===== src/rtl/csr_arb_pkg.sv =====
// Shared constants, request struct and round-robin pick helper for the CSR
// request arbiter.
package csr_arb_pkg;

    localparam int RegAddrWidth = 5;
    localparam int RegDataWidth = 32;
    localparam int MaxReq       = 16;
    localparam int MaxIdW       = 4;

    typedef struct packed {
        logic [RegAddrWidth-1:0] addr;
        logic [RegDataWidth-1:0] wr_data;
        logic                    wr_en;
    } csr_req_t;

    // First set bit of valid at or above ptr, wrapping modulo n; returns ptr
    // when nothing is valid (caller qualifies with |valid).
    function automatic int rr_pick(input logic [MaxReq-1:0] valid,
                                   input int ptr, input int n);
        int idx;
        int pick;
        pick = ptr;
        for (int i = MaxReq - 1; i >= 0; i--) begin
            if (i < n) begin
                idx = ptr + i;
                if (idx >= n) idx = idx - n;
                if (valid[idx[MaxIdW-1:0]]) pick = idx;
            end
        end
        return pick;
    endfunction

endpackage


===== src/rtl/csr_rsp_id_fifo.sv =====
// In-order FIFO of requester IDs for reads awaiting a response. Registered
// head, no fall-through: a pushed entry is visible the cycle after the push.
module csr_rsp_id_fifo #(
    parameter int Width = 1,
    parameter int Depth = 4,
    localparam int PtrW = (Depth > 1) ? $clog2(Depth) : 1,
    localparam int CntW = $clog2(Depth) + 1
) (
    input  logic             clk_i,
    input  logic             rst_i,
    input  logic             push_i,
    input  logic [Width-1:0] data_i,
    input  logic             pop_i,
    output logic [Width-1:0] data_o,
    output logic             full_o,
    output logic             empty_o,
    output logic [CntW-1:0]  count_o
);

    logic [Width-1:0] mem_q [Depth];
    logic [PtrW-1:0]  wr_ptr_q, rd_ptr_q;
    logic [CntW-1:0]  count_q;
    logic             do_push, do_pop;

    assign full_o  = (count_q == CntW'(Depth));
    assign empty_o = (count_q == '0);
    assign count_o = count_q;
    assign data_o  = mem_q[rd_ptr_q];
    assign do_push = push_i & ~full_o;
    assign do_pop  = pop_i & ~empty_o;

    always_ff @(posedge clk_i) begin
        if (do_push) mem_q[wr_ptr_q] <= data_i;
    end

    always_ff @(posedge clk_i) begin
        if (rst_i) begin
            wr_ptr_q <= '0;
            rd_ptr_q <= '0;
            count_q  <= '0;
        end else begin
            if (do_push) wr_ptr_q <= (wr_ptr_q == PtrW'(Depth - 1)) ? '0 : wr_ptr_q + 1'b1;
            if (do_pop)  rd_ptr_q <= (rd_ptr_q == PtrW'(Depth - 1)) ? '0 : rd_ptr_q + 1'b1;
            case ({do_push, do_pop})
                2'b10:   count_q <= count_q + 1'b1;
                2'b01:   count_q <= count_q - 1'b1;
                default: count_q <= count_q;
            endcase
        end
    end

endmodule


===== src/rtl/csr_req_arbiter.sv =====
// Round-robin arbiter sharing one accelerator CSR port between NumReq
// requesters, with grant lock on stall and in-order read response routing.
module csr_req_arbiter #(
    parameter int NumReq         = 2,
    parameter int RegAddrWidth   = csr_arb_pkg::RegAddrWidth,
    parameter int RegDataWidth   = csr_arb_pkg::RegDataWidth,
    parameter int MaxOutstanding = 4,
    parameter int IdWidth        = $clog2(NumReq)
) (
    input  logic                                    clk_i,
    input  logic                                    rst_i,
    input  logic [NumReq-1:0][RegAddrWidth-1:0]     req_addr_i,
    input  logic [NumReq-1:0][RegDataWidth-1:0]     req_wr_data_i,
    input  logic [NumReq-1:0]                       req_wr_en_i,
    input  logic [NumReq-1:0]                       req_valid_i,
    output logic [NumReq-1:0]                       req_ready_o,
    output logic [NumReq-1:0][RegDataWidth-1:0]     req_rd_data_o,
    output logic [NumReq-1:0]                       req_rsp_valid_o,
    input  logic [NumReq-1:0]                       req_rsp_ready_i,
    output logic [RegAddrWidth-1:0]                 acc_addr_o,
    output logic [RegDataWidth-1:0]                 acc_wr_data_o,
    output logic                                    acc_wr_en_o,
    output logic                                    acc_req_valid_o,
    input  logic                                    acc_req_ready_i,
    input  logic [RegDataWidth-1:0]                 acc_rd_data_i,
    input  logic                                    acc_rsp_valid_i,
    output logic                                    acc_rsp_ready_o,
    output logic [$clog2(MaxOutstanding):0]         outstanding_o,
    output logic                                    busy_o
);
    import csr_arb_pkg::*;

    logic [IdWidth-1:0] rr_q, rr_d, grant_q, grant_d, grant, grant_pick;
    logic               lock_q, lock_d;
    logic               gnt_vld, can_issue, hs, push, pop;
    logic [IdWidth-1:0] head;
    logic               fifo_full, fifo_empty;
    logic [$clog2(MaxOutstanding):0] fifo_count;

    assign grant_pick = IdWidth'(rr_pick(MaxReq'(req_valid_i), int'(rr_q), NumReq));
    assign grant      = lock_q ? grant_q : grant_pick;
    assign gnt_vld    = ~rst_i & (lock_q | (|req_valid_i));

    // Full FIFO is judged on registered state so a same-cycle pop never
    // creates a response-to-request combinational path.
    assign can_issue       = req_wr_en_i[grant] | ~fifo_full;
    assign acc_req_valid_o = gnt_vld & req_valid_i[grant] & can_issue;
    assign acc_addr_o      = gnt_vld ? req_addr_i[grant]    : '0;
    assign acc_wr_data_o   = gnt_vld ? req_wr_data_i[grant] : '0;
    assign acc_wr_en_o     = gnt_vld & req_wr_en_i[grant];
    assign hs              = acc_req_valid_o & acc_req_ready_i;
    assign push            = hs & ~req_wr_en_i[grant];

    always_comb begin
        req_ready_o = '0;
        if (gnt_vld) req_ready_o[grant] = acc_req_ready_i & can_issue;
    end

    always_comb begin
        rr_d    = rr_q;
        lock_d  = lock_q;
        grant_d = grant_q;
        if (hs) begin
            rr_d   = (grant == IdWidth'(NumReq - 1)) ? '0 : grant + 1'b1;
            lock_d = 1'b0;
        end else if (acc_req_valid_o) begin
            lock_d  = 1'b1;
            grant_d = grant;
        end
    end

    always_ff @(posedge clk_i) begin
        if (rst_i) begin
            rr_q    <= '0;
            lock_q  <= 1'b0;
            grant_q <= '0;
        end else begin
            rr_q    <= rr_d;
            lock_q  <= lock_d;
            grant_q <= grant_d;
        end
    end

    always_comb begin
        req_rsp_valid_o = '0;
        req_rd_data_o   = '0;
        acc_rsp_ready_o = 1'b0;
        if (~rst_i & ~fifo_empty) begin
            req_rsp_valid_o[head] = acc_rsp_valid_i;
            req_rd_data_o[head]   = acc_rd_data_i;
            acc_rsp_ready_o       = req_rsp_ready_i[head];
        end
    end

    assign pop = acc_rsp_valid_i & acc_rsp_ready_o;

    csr_rsp_id_fifo #(
        .Width (IdWidth),
        .Depth (MaxOutstanding)
    ) u_id_fifo (
        .clk_i   (clk_i),
        .rst_i   (rst_i),
        .push_i  (push),
        .data_i  (grant),
        .pop_i   (pop),
        .data_o  (head),
        .full_o  (fifo_full),
        .empty_o (fifo_empty),
        .count_o (fifo_count)
    );

    assign outstanding_o = rst_i ? '0 : fifo_count;
    assign busy_o        = ~rst_i & ((fifo_count != '0) | lock_q);

    // A response with nothing outstanding is an accelerator protocol error.
    rsp_without_read_a: assert property (@(posedge clk_i) disable iff (rst_i)
        acc_rsp_valid_i |-> ~fifo_empty);

endmodule


===== config.mk =====
export PLATFORM = sky130hd
export DESIGN_NAME = csr_req_arbiter
export DESIGN_NICKNAME = d
export VERILOG_FILES = /design/src/rtl/csr_arb_pkg.sv /design/src/rtl/csr_rsp_id_fifo.sv /design/src/rtl/csr_req_arbiter.sv
export SDC_FILE = /design/constraint.sdc
export NUM_CORES = 1
export LEC_CHECK = 0
export ABC_CLOCK_PERIOD_IN_PS = 7600
export CORE_MARGIN = 8
export CORE_UTILIZATION = 31
export CTS_BUF_LIST = sky130_fd_sc_hd__clkbuf_8
export DETAILED_ROUTE_END_ITERATION = 10
export GPL_TIMING_DRIVEN = 0
export PLACE_DENSITY = 0.89
export SYNTH_ARGS = -nofsm -noshare
export SYNTH_HDL_FRONTEND = slang
export SYNTH_SLANG_ARGS = --single-unit

===== constraint.sdc =====
create_clock -name clk_i -period 7.6 [get_ports clk_i]
set_clock_uncertainty 0.05 [all_clocks]
set_input_delay 1.52 -clock clk_i [delete_from_list [all_inputs] [get_ports clk_i]]
set_output_delay 1.52 -clock clk_i [all_outputs]
set_load 0.1 [all_outputs]

======== Yosys cells after proc, flatten, opt, wreduce, memory -nomap -nowiden ========
Memories as Yosys holds them, arrays and structs flattened. A register that Yosys moved wholly into a read port is not among the register bits.
Index checks and enable logic that the tools add are counted.
storage, ports and cells
  memories kept ........................... 1
  input bits .............................. 116
  output and inout port bits .............. 112
  logic and storage cells ................. 99
  RAM bits ................................ 4
  flip-flop bits (word level) ............. 10
operators by class
  mux-type cells .......................... 40
  reduce and logical (&&, ||, !) cells .... 8
  add/subtract/negate cells ............... 8
  order comparisons ....................... 8
  eq/ne operators ......................... 5
  bitwise logic cells ..................... 23
memories
  name             words  bits a word  read ports  clocked after memory_dff  wr ports  RTL line               text
  u_id_fifo.mem_q  4      1            1           1                         1         csr_rsp_id_fifo.sv:20  logic [Width-1:0] mem_q [Depth];
operators by type and width
  kind                                                                  number
  32-bit two-way mux                                                    4
  64-bit AND                                                            1
  64-bit two-way mux                                                    1
  32-bit demux with 1-bit select                                        1
  1-bit two-way mux                                                     17
  5-bit two-way mux                                                     3
  1-bit AND                                                             12
  2-bit two-way mux                                                     6
  4-bit by 5-bit < comparator with 1-bit output, second input constant  2
  1-bit binary-select mux with 4-bit select                             2
  4-bit two-way mux                                                     2
  2-bit equality test, second input constant                            3
  3-bit one-hot mux with 2 select lines                                 1
  1-bit NOT                                                             5
  2-bit by 1-bit adder with 2-bit output, second input constant         2
  2-bit AND                                                             2
  1-bit by 2-bit < comparator with 1-bit output, second input constant  2
  2-bit OR reduction                                                    2
  3-bit by 1-bit adder with 3-bit output, second input constant         1
  3-bit equality test, second input constant                            1
  3-bit logical NOT                                                     1
  3-bit two-way mux                                                     1
  1-bit bitwise OR                                                      3
  3-bit nonzero test                                                    1
  other kinds (13)                                                      16

======== Depth between registers and ports, before layout ========
  depth after elaboration ................. 17
  gate-level depth with buffers ........... 11
  gate-level depth less buffers ........... 10

======== Cells and area by module ========
From an unflattened synthesis, not the netlist that was laid out.
unflattened totals
  cells, all modules ...................... 304
  area total of the unflattened synthesis .. 1989.4 µm²
modules (own cells, without submodules)
  module           cells each  instances  sequential area each (µm²)  area each (µm²)
  csr_req_arbiter  247         1          60.1                        1337.5
  csr_rsp_id_fifo  57          1          300.3                       651.9

======== Worst setup path before layout ========
Ideal clock, no wire load.
  path type ............................... in2out
  start point ............................. input rst_i
  end point ............................... output req_ready_o[1]
  arrival ................................. 5.344 ns
  path slack .............................. 0.686 ns
  buffers on the path ..................... 3
  cell stages on the path ................. 5
  required time ........................... 6.030 ns
  cells stage by stage .................... buf_6 -> or2_2 -> clkbuf_1 -> clkbuf_1 -> nor4b_1
on the way
  longest elaborated chain between the ends .. 3
RTL lines
  what               RTL line               text
  start, declared    csr_req_arbiter.sv:11  input logic rst_i,
  1-bit NOT          csr_req_arbiter.sv:42  assign gnt_vld = ~rst_i & (lock_q | (|req_valid_i));
  1-bit AND          csr_req_arbiter.sv:42
  2-bit two-way mux  csr_req_arbiter.sv:56  if (gnt_vld) req_ready_o[grant] = acc_req_ready_i & can_issue;
  end, declared      csr_req_arbiter.sv:16  output logic [NumReq-1:0] req_ready_o,
Every way passes these cells.

======== Worst setup path after layout ========
  start point ............................. input req_valid_i[0]
  end point ............................... output acc_wr_data_o[9]
on the way
  longest elaborated chain between the ends .. 8
  elaborated cells on any way between the ends .. 13
  classes of those cells .................. 10 x mux; 2 x bitwise; 1 x reduce/logical
RTL lines
  what                                                   RTL line               text
  start, declared                                        csr_req_arbiter.sv:15  input logic [NumReq-1:0] req_valid_i,
  1-bit binary-select mux with 4-bit select              csr_arb_pkg.sv:27      if (valid[idx[MaxIdW-1:0]]) pick = idx;
  1-bit two-way mux (not written as such)                csr_arb_pkg.sv:27
  1-bit two-way mux (2 in a row)                         csr_arb_pkg.sv:27
  1-bit two-way mux                                      csr_req_arbiter.sv:41  assign grant = lock_q ? grant_q : grant_pick;
  32-bit two-way mux (not written as such) (2 in a row)  csr_req_arbiter.sv:49  assign acc_wr_data_o = gnt_vld ? req_wr_data_i[grant] : '0;
  32-bit two-way mux *                                   csr_req_arbiter.sv:49
  end, declared                                          csr_req_arbiter.sv:21  output logic [RegDataWidth-1:0] acc_wr_data_o,
Mark *: on every way between the ends. The rest lies on a longest branch, timed or not. The select of a mux whose other input is x is not followed.

==> flow_summary_export.csv <==
group,metric,value,unit
sta,rsz0062_at_grt,"no",
final_layout,fin_nets,696,
clock_network,cts_tree,"yes",
synth,synth.avg_cell_area,5.94,sq um
sta,timing.final.hold_violations,0,
final_layout,fill_cells,522,
critical_path,crit_path_start_kind,"input port",
synth,synth-warning-count,0,
detailed_routing,drt-initial-drc-count,72,
clock_network,clock_sink_count,16,
sta,setup_tns,0,ps
sta,fin_crit_sh,79.2,%
synth,ys_ff_latch,16,
floorplanning,die-area,9400,sq um
global_routing,grt_max_degree,14,
final_layout,drive_above_1_share,3.32,%
final_layout,postLayoutCoreUtil,69.8,%
final_layout,synthToLayoutAreaGrowth,118,%
pwr,peakVddDrop,0.0996,mV
final_layout,fin_area,4430,sq um
sta,fin_crit,6020,ps
detailed_routing,viasPerCell,5.00,
floorplanning,start_util,32.0,%
synth,synthArstFlopShare,0,%
pwr,switching_power,317,uW
floorplanning,core_area,6350,sq um
flow_run,drv_cap,0,
pwr,power_leakage,0.00178,uW
sta,worst_slew_pin_slew,1040,ps
critical_path,required,6030,ps
place,place_congestion,0.899,
clock_network,clk_pin_slew,60,ps
critical_path,cp-end-kind,"output port",
detailed_routing,drc_errors,0,
synth,synthesis.area,2030,sq um
critical_path,worst-path-max-fanout,10,
critical_path,critical_path_class,"input port to output port",
pwr,p_per_area,129,nW/um^2
detailed_routing,vias,3247,
detailed_routing,drt_wl_total,11000,microns
sta,holdWs,461,ps
clock_network,cts_hold_buffers,0,
place,dp_hpwl,9630,microns
sta,fmax,166,MHz
sta,slew_headroom,30.4,%
clock_network,clockRootBuffer,"clkbuf_8",
global_routing,first_global_vias,3377,
clock_network,cts_buffers,3,
detailed_routing,ant_nets,0,
synth,synth_edf_count,4,
clock_network,clockBufferDepth,2,
sta,slew_violations,0,
clock_network,h-tree-depth,1,
pwr,p_clk_share,11.2,%
floorplanning,ios,228,
worst_hold_path,hold_path.class,"flop to flop",
synth,netlist_instances,342,
place,dpl_cell_area,4390,sq um
synth,yosysSeqAreaShare,17.7,%
detailed_routing,wl_per_cell,17.0,microns
global_routing,globalRouteOverflowTotal,0,
final_layout,diodes,0,
floorplanning,fp.dieW,96.9,microns
detailed_routing,drt-pass1-iter-count,5,
floorplanning,die_h,96.9,microns
sta,setup_viol,0,
pwr,internal-power,254,uW
synth,ys_types,41,
pwr,pwr-share-seq,16.8,%
status,status,"finished, final reports clean",
global_routing,grt_pass1_wl,17600,microns
critical_path,arrival,4450,ps
clock_network,post_cts_resized,0,
synth,ys.flop_type,"dfxtp_1",
place,place.port_buffers,226,
clock_network,cts_setup_buffers,0,
floorplanning,std_cell_rows,29,
global_routing,grt.total_usage,22.3,%
pwr,switching_share,55.6,%
pwr,power_frac_comb,72.0,%
global_routing,antenna_found_initial,0,
synth,mappedNetlistNets,465,
clock_network,clk_latency,240,ps
==> layout by cell type, fill, tap and decap left out, types with 2 or more instances in the layout <==
master	count
xor2_1	2
o21ai_0	2
o41ai_1	2
clkbuf_1	23
clkdlybuf4s50_1	226
nand2b_1	2
edfxtp_1	4
nor4b_1	2
nor2b_1	2
o211ai_1	3
nor2_1	42
a21oi_1	45
o21bai_1	2
inv_2	2
clkbuf_8	3
and3_1	32
inv_1	11
nand2_1	110
buf_2	6
and2_1	5
mux2i_1	3
nor3b_1	2
ha_1	6
nor3_1	3
o2111ai_1	2
dfxtp_1	12
==> power by group through the flow <==
stage                     logic [uW]  registers, uW  clock network (uW)
after CTS                        413           95.9                65.3
after global placement           407           97.4                   0
after floorplan                  276           96.6                   0
after global routing             433           96.4                69.3
after detailed placement         411           97.7                   0
final                            411           96.0                63.9
==> synth_stat cells (all sizes together), types with 2 or more instances <==
library cell | count | area share (%)
nand2b | 2 | 0.62
ha | 6 | 3.7
mux2 | 2 | 1.3
mux2i | 3 | 1.5
nor3b | 2 | 0.74
clkbuf | 23 | 4.3
nor2 | 42 | 7.8
o21ai | 2 | 0.49
nor3 | 3 | 0.74
buf | 7 | 2.0
xor2 | 2 | 0.86
inv | 13 | 2.4
edfxtp | 4 | 5.9
dfxtp | 12 | 12
a21oi | 45 | 11
and3 | 32 | 9.9
o41ai | 2 | 0.86
nand2 | 110 | 20
o211ai | 3 | 1.1
o2111ai | 2 | 0.86
o21bai | 2 | 0.74
nor2b | 2 | 0.62
nor4b | 2 | 0.86
and2 | 5 | 1.5
==> final timing paths <==
kind,depth (start not counted),to,slack [ps],from
hold reg to reg,2,grant_q,460,grant_q
hold / removal,2,grant_q,460,grant_q
setup reg to reg,11,u_id_fifo.count_o[2],4960,u_id_fifo.count_o[0]
setup / recovery,8,acc_wr_data_o[9],1580,req_valid_i[0]
==> per-layer routing <==
metal | global-route usage (%) | part of all wire, % | up-vias
met5 | 0 | 0 | -
met2 | 39.9 | 48 | 197
met4 | 8.52 | 3.7 | 0
met1 | 22.9 | 38 | 1432
met3 | 8.25 | 10 | 26
li1 | - | - | 1592
==> cell type report <==
class	count	area [sq um]	area share, %
buffer	30	128	2.88
clock buffer	3	41.3	0.931
clock inverter	1	3.75	0.0847
inverter	13	48.8	1.10
multi-input combinational	283	1490	33.7
sequential	16	360	8.13
tap	77	96.3	2.17
timing repair buffer	226	2260	51.0
==> cell families after synthesis <==
group,synth area share (%)
compound gates,20.1
xor+xnor,0.863
fa+ha+maj,4.68
buf+inv,8.69
flops,17.7
mux,3.88
simple gates,44.0
==> metrics by stage <==
step           cells  power [uW]  setup slack, ps
2_1_floorplan    342         373              686
3_3_place_gp     645         505             1640
3_5_place_dp     645         509             1590
4_1_cts          649         574             1570
5_1_grt          649         598             1370
6_report         649         571             1580
==> critical path: stages <==
cell and delay (ps):
clkdlybuf4s50_1 530, a21boi_1 270, o21a_1 150, buf_2 180
clkbuf_1 370, nand2_1 110, a21oi_1 140, clkdlybuf4s50_1 1170
No activity file was read; power rests on OpenSTA's default activity.
